**src/rtl/pipelined_addsub_if.sv**
```systemverilog
// Handshake and data bundle for pipelined_addsub.
// The master modport is the operand producer and result consumer; the slave modport is the adder.
interface pipelined_addsub_if #(
  parameter int WIDTH = 16
) ();
  logic             in_valid;
  logic             in_ready;
  logic [WIDTH-1:0] a;
  logic [WIDTH-1:0] b;
  logic             c;
  logic             sub;
  logic             out_valid;
  logic             out_ready;
  logic [WIDTH-1:0] s;
  logic             co;
  logic             ovf;

  modport master (
    output in_valid, a, b, c, sub, out_ready,
    input  in_ready, out_valid, s, co, ovf
  );

  modport slave (
    input  in_valid, a, b, c, sub, out_ready,
    output in_ready, out_valid, s, co, ovf
  );
endinterface

```
**src/rtl/pipelined_addsub.sv**
```systemverilog
// Pipelined ripple-carry adder/subtractor.
// Each stage ripples one CW-bit chunk and hands its carry to the next stage.
module pipelined_addsub #(
  parameter int WIDTH  = 16,
  parameter int STAGES = 4
) (
  input  logic                 clk,
  input  logic                 rst,
  pipelined_addsub_if.slave    bus
);
  localparam int CW = WIDTH / STAGES;

  logic adv;

  logic [WIDTH-1:0] res_reg   [STAGES];
  logic [WIDTH-1:0] a_reg     [STAGES];
  logic [WIDTH-1:0] b_reg     [STAGES];
  logic             carry_reg [STAGES];
  logic             vld_reg   [STAGES];
  logic             ovf_reg;

  logic [WIDTH-1:0] res_next   [STAGES];
  logic [WIDTH-1:0] a_next     [STAGES];
  logic [WIDTH-1:0] b_next     [STAGES];
  logic             carry_next [STAGES];
  logic             vld_next   [STAGES];
  logic             ovf_next;

  // The whole pipeline moves as one unit whenever the output slot is free or being drained.
  assign adv          = !bus.out_valid || bus.out_ready;
  assign bus.in_ready = adv;

  generate
    for (genvar gi = 0; gi < STAGES; gi++) begin : g_stage
      // Bits at or below the top of this stage's chunk are consumed here.
      localparam logic [WIDTH-1:0] DONE_MASK = {WIDTH{1'b1}} >> (WIDTH - (gi + 1) * CW);

      logic [WIDTH-1:0] a_src;
      logic [WIDTH-1:0] b_src;
      logic [WIDTH-1:0] r_src;
      logic             cin_src;
      logic             v_src;
      logic [CW:0]      chunk_sum;
      logic [WIDTH-1:0] r_merged;

      if (gi == 0) begin : g_first
        // Subtraction is a + ~b + ~c, i.e. a - b - c.
        assign a_src   = bus.a;
        assign b_src   = bus.sub ? ~bus.b : bus.b;
        assign cin_src = bus.sub ? ~bus.c : bus.c;
        assign r_src   = '0;
        assign v_src   = bus.in_valid;
      end else begin : g_chain
        assign a_src   = a_reg[gi-1];
        assign b_src   = b_reg[gi-1];
        assign cin_src = carry_reg[gi-1];
        assign r_src   = res_reg[gi-1];
        assign v_src   = vld_reg[gi-1];
      end

      assign chunk_sum = {1'b0, a_src[gi*CW +: CW]}
                       + {1'b0, b_src[gi*CW +: CW]}
                       + {{CW{1'b0}}, cin_src};

      always_comb begin
        r_merged                = r_src;
        r_merged[gi*CW +: CW]   = chunk_sum[CW-1:0];
      end

      assign res_next[gi]   = r_merged;
      assign a_next[gi]     = a_src & ~DONE_MASK;
      assign b_next[gi]     = b_src & ~DONE_MASK;
      assign carry_next[gi] = chunk_sum[CW];
      assign vld_next[gi]   = v_src;

      if (gi == STAGES - 1) begin : g_last
        // Carry into the MSB is a^b^s at that bit, so ovf = that XOR carry out.
        assign ovf_next = a_src[WIDTH-1] ^ b_src[WIDTH-1]
                        ^ chunk_sum[CW-1] ^ chunk_sum[CW];
      end
    end
  endgenerate

  always_ff @(posedge clk or posedge rst) begin
    if (rst) begin
      for (int k = 0; k < STAGES; k++) begin
        res_reg[k]   <= '0;
        a_reg[k]     <= '0;
        b_reg[k]     <= '0;
        carry_reg[k] <= 1'b0;
        vld_reg[k]   <= 1'b0;
      end
      ovf_reg <= 1'b0;
    end else if (adv) begin
      for (int k = 0; k < STAGES; k++) begin
        res_reg[k]   <= res_next[k];
        a_reg[k]     <= a_next[k];
        b_reg[k]     <= b_next[k];
        carry_reg[k] <= carry_next[k];
        vld_reg[k]   <= vld_next[k];
      end
      ovf_reg <= ovf_next;
    end
  end

  assign bus.s         = res_reg[STAGES-1];
  assign bus.co        = carry_reg[STAGES-1];
  assign bus.ovf       = ovf_reg;
  assign bus.out_valid = vld_reg[STAGES-1];

endmodule

```
**src/flat_wrapper.sv**
```systemverilog
// flat-port wrapper written by rule: the top's interface ports become plain ports
module pipelined_addsub_flat 
#(
  parameter int WIDTH  = 16,
  parameter int STAGES = 4
)
  (clk, rst, bus_in_valid, bus_a, bus_b, bus_c, bus_sub, bus_out_ready, bus_in_ready, bus_out_valid, bus_s, bus_co, bus_ovf);
  pipelined_addsub_if #(.WIDTH(WIDTH)) bus_i ();
  input  logic clk;
  input  logic rst;
  input wire logic [$bits(bus_i.in_valid)-1:0] bus_in_valid;
  input wire logic [$bits(bus_i.a)-1:0] bus_a;
  input wire logic [$bits(bus_i.b)-1:0] bus_b;
  input wire logic [$bits(bus_i.c)-1:0] bus_c;
  input wire logic [$bits(bus_i.sub)-1:0] bus_sub;
  input wire logic [$bits(bus_i.out_ready)-1:0] bus_out_ready;
  output wire logic [$bits(bus_i.in_ready)-1:0] bus_in_ready;
  output wire logic [$bits(bus_i.out_valid)-1:0] bus_out_valid;
  output wire logic [$bits(bus_i.s)-1:0] bus_s;
  output wire logic [$bits(bus_i.co)-1:0] bus_co;
  output wire logic [$bits(bus_i.ovf)-1:0] bus_ovf;
  assign bus_i.in_valid = bus_in_valid;
  assign bus_i.a = bus_a;
  assign bus_i.b = bus_b;
  assign bus_i.c = bus_c;
  assign bus_i.sub = bus_sub;
  assign bus_i.out_ready = bus_out_ready;
  assign bus_in_ready = bus_i.in_ready;
  assign bus_out_valid = bus_i.out_valid;
  assign bus_s = bus_i.s;
  assign bus_co = bus_i.co;
  assign bus_ovf = bus_i.ovf;
  pipelined_addsub #(.WIDTH(WIDTH), .STAGES(STAGES)) u_core (.clk(clk), .rst(rst), .bus(bus_i));
endmodule
```
**config.mk**
```make
export PLATFORM = sky130hd
export DESIGN_NAME = pipelined_addsub_flat
export DESIGN_NICKNAME = d
export VERILOG_FILES = /design/src/rtl/pipelined_addsub_if.sv /design/src/rtl/pipelined_addsub.sv /design/src/flat_wrapper.sv
export SDC_FILE = /design/constraint.sdc
export NUM_CORES = 1
export LEC_CHECK = 0
export CORE_MARGIN = 2
export CORE_UTILIZATION = 55
export CTS_CLUSTER_DIAMETER = 200
export DETAILED_ROUTE_END_ITERATION = 8
export GPL_TIMING_DRIVEN = 0
export MAX_ROUTING_LAYER = met4
export PLACE_DENSITY = 0.85
export SYNTH_ARGS = -nofsm -noshare
export SYNTH_HDL_FRONTEND = slang
export SYNTH_SLANG_ARGS = --single-unit
```
**constraint.sdc**
```tcl
create_clock -name clk -period 3.3 [get_ports clk]
set_input_delay 0.495 -clock clk [delete_from_list [all_inputs] [get_ports clk]]
set_output_delay 0.495 -clock clk [all_outputs]
set_load 0.01 [all_outputs]
```
==> impl_metrics.tcl <==
set metrics [dict create \
    cts_buffer_depth 2 \
    timing.final.ws_setup_ns 0.833 \
    dp.cells 617 \
    yosys_register_bits 97 \
    avgRoutedWirePerCell_um 13.5 \
    post_cts_buffers 0 \
    antenna_found_initial 0 \
    die_area_um2 8530 \
    ios 58 \
    die_h_um 92.3 \
    hold_viol_final 0 \
    fin_area_um2 5210 \
    finalSetupViolations 0 \
    coreArea_um2 7650 \
    cts_sinks 97 \
    grt.total_usage_pct 23.1 \
    grt_pass1_vias 3183 \
    routed_wl_um 8560 \
    cpMaxStageDelayCell "clkdlybuf4s50_1" \
    drt_iter0_drc 175 \
    cts_resized 0 \
    arrival_ns 1.97 \
    grt_max_degree 50 \
    clkLatencyLatePin_ns 0.35 \
    final_nets 584 \
    whs_path_depth 2 \
    whs_ns 0.462 \
    drc 0 \
    rows 32 \
    ys_top_cells_by_area "dfrtp_1 (57%), nand2_1 (19%), fa_1 (3.7%)" \
    cts_inserted_buffers 9 \
    fin_crit_sh_pct 74.8 \
    area_growth_pct 21.3 \
    max_stage_delay_ns 0.54 \
    fillers 586 \
    drive_gt1_share_pct 7.55 \
    clock_skew_ns 0.00800 \
    cts_max_level 3 \
    synthCells 458 \
    drv_cap 0 \
    ys_types 20 \
    critical_path_class "primary input to output pin" \
    critPathMostFrequentCell "clkdlybuf4s50_1" \
    yosys_warnings 0 \
    avgSynthCellArea_um2 9.37 \
    dp_hpwl_um 6250 \
    ff2ff_setup_slack_ns 1.48 \
    start_util_pct 56.1 \
    cts-hold-fix-buffers 0 \
    place_area_um2 5010 \
    ant_nets 0 \
    cp-start-kind "primary input" \
    critPathCaptureType "output pin" \
    synth_top_cell_by_area "dfrtp_1" \
    worst_pin_slew_ns 0.608 \
    critPathTopFamily "buffers and inverters" \
    path_buf_inv 5 \
    grt_pass1_wl_um 14900 \
    vias 3165 \
    syn_area_um2 4290 \
    root_buffer "clkbuf_8" \
    fin_cells 632 \
    tritoncts "built" \
    seq_area_frac_synth_pct 56.5 \
    synth_top_area_share_pct 56.5 \
    status "complete, no violations" \
    grt.overflow.total 0 \
    hp-class "flop to flop" \
    powerDensity_nw_per_um2 878 \
    worstPathRequired_ns 2.80 \
    dp_slack_ns 0.827 \
    reg2reg_depth 5 \
    dr.pass1.iters 4 \
    fp.dieW_um 92.3 \
    relSlewSlack_pct 59.5 \
    irDropWorstVdd_v 0.000427 \
    min_period_ns 2.47 \
    via_per_inst 5.01 \
    rsz0062_at_grt "false" \
    cp_max_fo 10 \
    clk_pin_slew_ns 0.08 \
    antenna_cells 0 \
    fmax_ghz 0.405 \
    setup_tns_ns 0 \
    cellLeakagePower_nw 2.62 \
    gp_congestion 0.811 \
    slew_violations 0 \
    cp_num_cells 6 \
    syn_nets 516 \
    path_cells "clkdlybuf4s50_1 > nor2b_4 > inv_2 > buf_4 > buf_6 > clkdlybuf4s50_1" \
    io_buffers 56 \
]
cells in the mapped netlist:
| library cell | n |
|---|---|
| inv_2 | 1 |
| nor2_1 | 16 |
| inv_1 | 11 |
| xor2_1 | 13 |
| fa_1 | 8 |
| dfrtp_1 | 97 |
| o21ai_0 | 24 |
| a21oi_1 | 14 |
| xnor2_1 | 12 |
| nor2b_4 | 1 |
| buf_6 | 3 |
| ha_1 | 12 |
| nor2b_1 | 2 |
| nand2b_1 | 2 |
| clkbuf_1 | 1 |
| a21oi_2 | 1 |
| a21o_1 | 5 |
| buf_4 | 5 |
| buf_2 | 14 |
| nand2_1 | 216 |
cell families (layout without fill, tap and decap cells):
kind of cell / after synthesis / in the layout / share of synthesized area, %
and+or+nand+nor: 237 / 237 / 21.2
DFF: 97 / 97 / 56.5
AOI/OAI and AO/OA: 44 / 44 / 5.51
buffers and inverters: 35 / 107 / 4.43
xor gates and xnor gates: 25 / 25 / 5.10
adders and majority gates: 20 / 20 / 7.23
power breakdown:
group | switching [mW] | total [mW] | internal (mW) | leakage (nW)
combinational | 0.959 | 1.78 | 0.825 | 1.35
sequential | 0.302 | 2.02 | 1.72 | 1.17
clock | 0.378 | 0.766 | 0.389 | 0.0957
total | 1.64 | 4.57 | 2.93 | 2.62
cell usage in the layout, fill, tap and decap left out:
cell             Yosys  layout
a21o_1               5       5
a21oi_1             14      14
a21oi_2              1       1
buf_16               0       1
buf_2               14      14
buf_4                5       5
buf_6                3       3
bufinv_16            0       1
clkbuf_1             1       3
clkbuf_8             0      11
clkdlybuf4s50_1      0      56
clkinvlp_4           0       1
dfrtp_1             97      97
fa_1                 8       8
ha_1                12      12
inv_1               11      10
inv_2                1       1
inv_4                0       1
nand2_1            216     216
nand2b_1             2       2
nor2_1              16      16
nor2b_1              2       2
nor2b_4              1       1
o21ai_0             24      24
xnor2_1             12      12
xor2_1              13      13
area by class of cell:
cell class | count | area, um^2 | area share, %
buffer | 23 | 145 | 2.79
clock buffer | 13 | 159 | 3.05
clock inverter | 2 | 37.5 | 0.721
inverter | 12 | 47.5 | 0.913
multi-input combinational | 326 | 1680 | 32.2
sequential | 97 | 2430 | 46.6
tap | 102 | 128 | 2.45
timing repair buffer | 57 | 588 | 11.3
metal layers:
metal / GRT usage [%] / wire [um] / vias up
met1: 31.5 / 3790 / 1511
met2: 35.3 / 4150 / 81
met4: 9.83 / 230 / 0
met3: 3.09 / 389 / 21
li1: - / - / 1552
met5: - / 0 / -
stage by stage:
stage / utilization [%] / power (mW)
3_5_place_dp: 65.5 / 3.83
5_1_grt: 68.1 / 4.95
3_3_place_gp: 65.1 / 3.73
6_report: 68.1 / 4.57
2_1_floorplan: - / 3.17
4_1_cts: 68.1 / 4.60
final timing paths:
path / from / to
worst min-delay path: u_core.g_stage[3].v_src / u_core.g_stage[3].v_src
worst max register to register: u_core.g_stage[2].cin_src / u_core.g_stage[3].cin_src
min in group asynchronous: rst / u_core.bus.s[4]
worst max-delay path: bus_out_ready / bus_in_ready
worst min register to register: u_core.g_stage[3].v_src / u_core.g_stage[3].v_src
max in group asynchronous: rst / u_core.g_stage[1].b_src[14]
worst min-delay path: cells and delay by family, from the launching register on:
family | cells | cell delay [ns]
DFF | 1 | 0.34
and+or+nand+nor | 2 | 0.10
(Power assumes the default switching activity.)
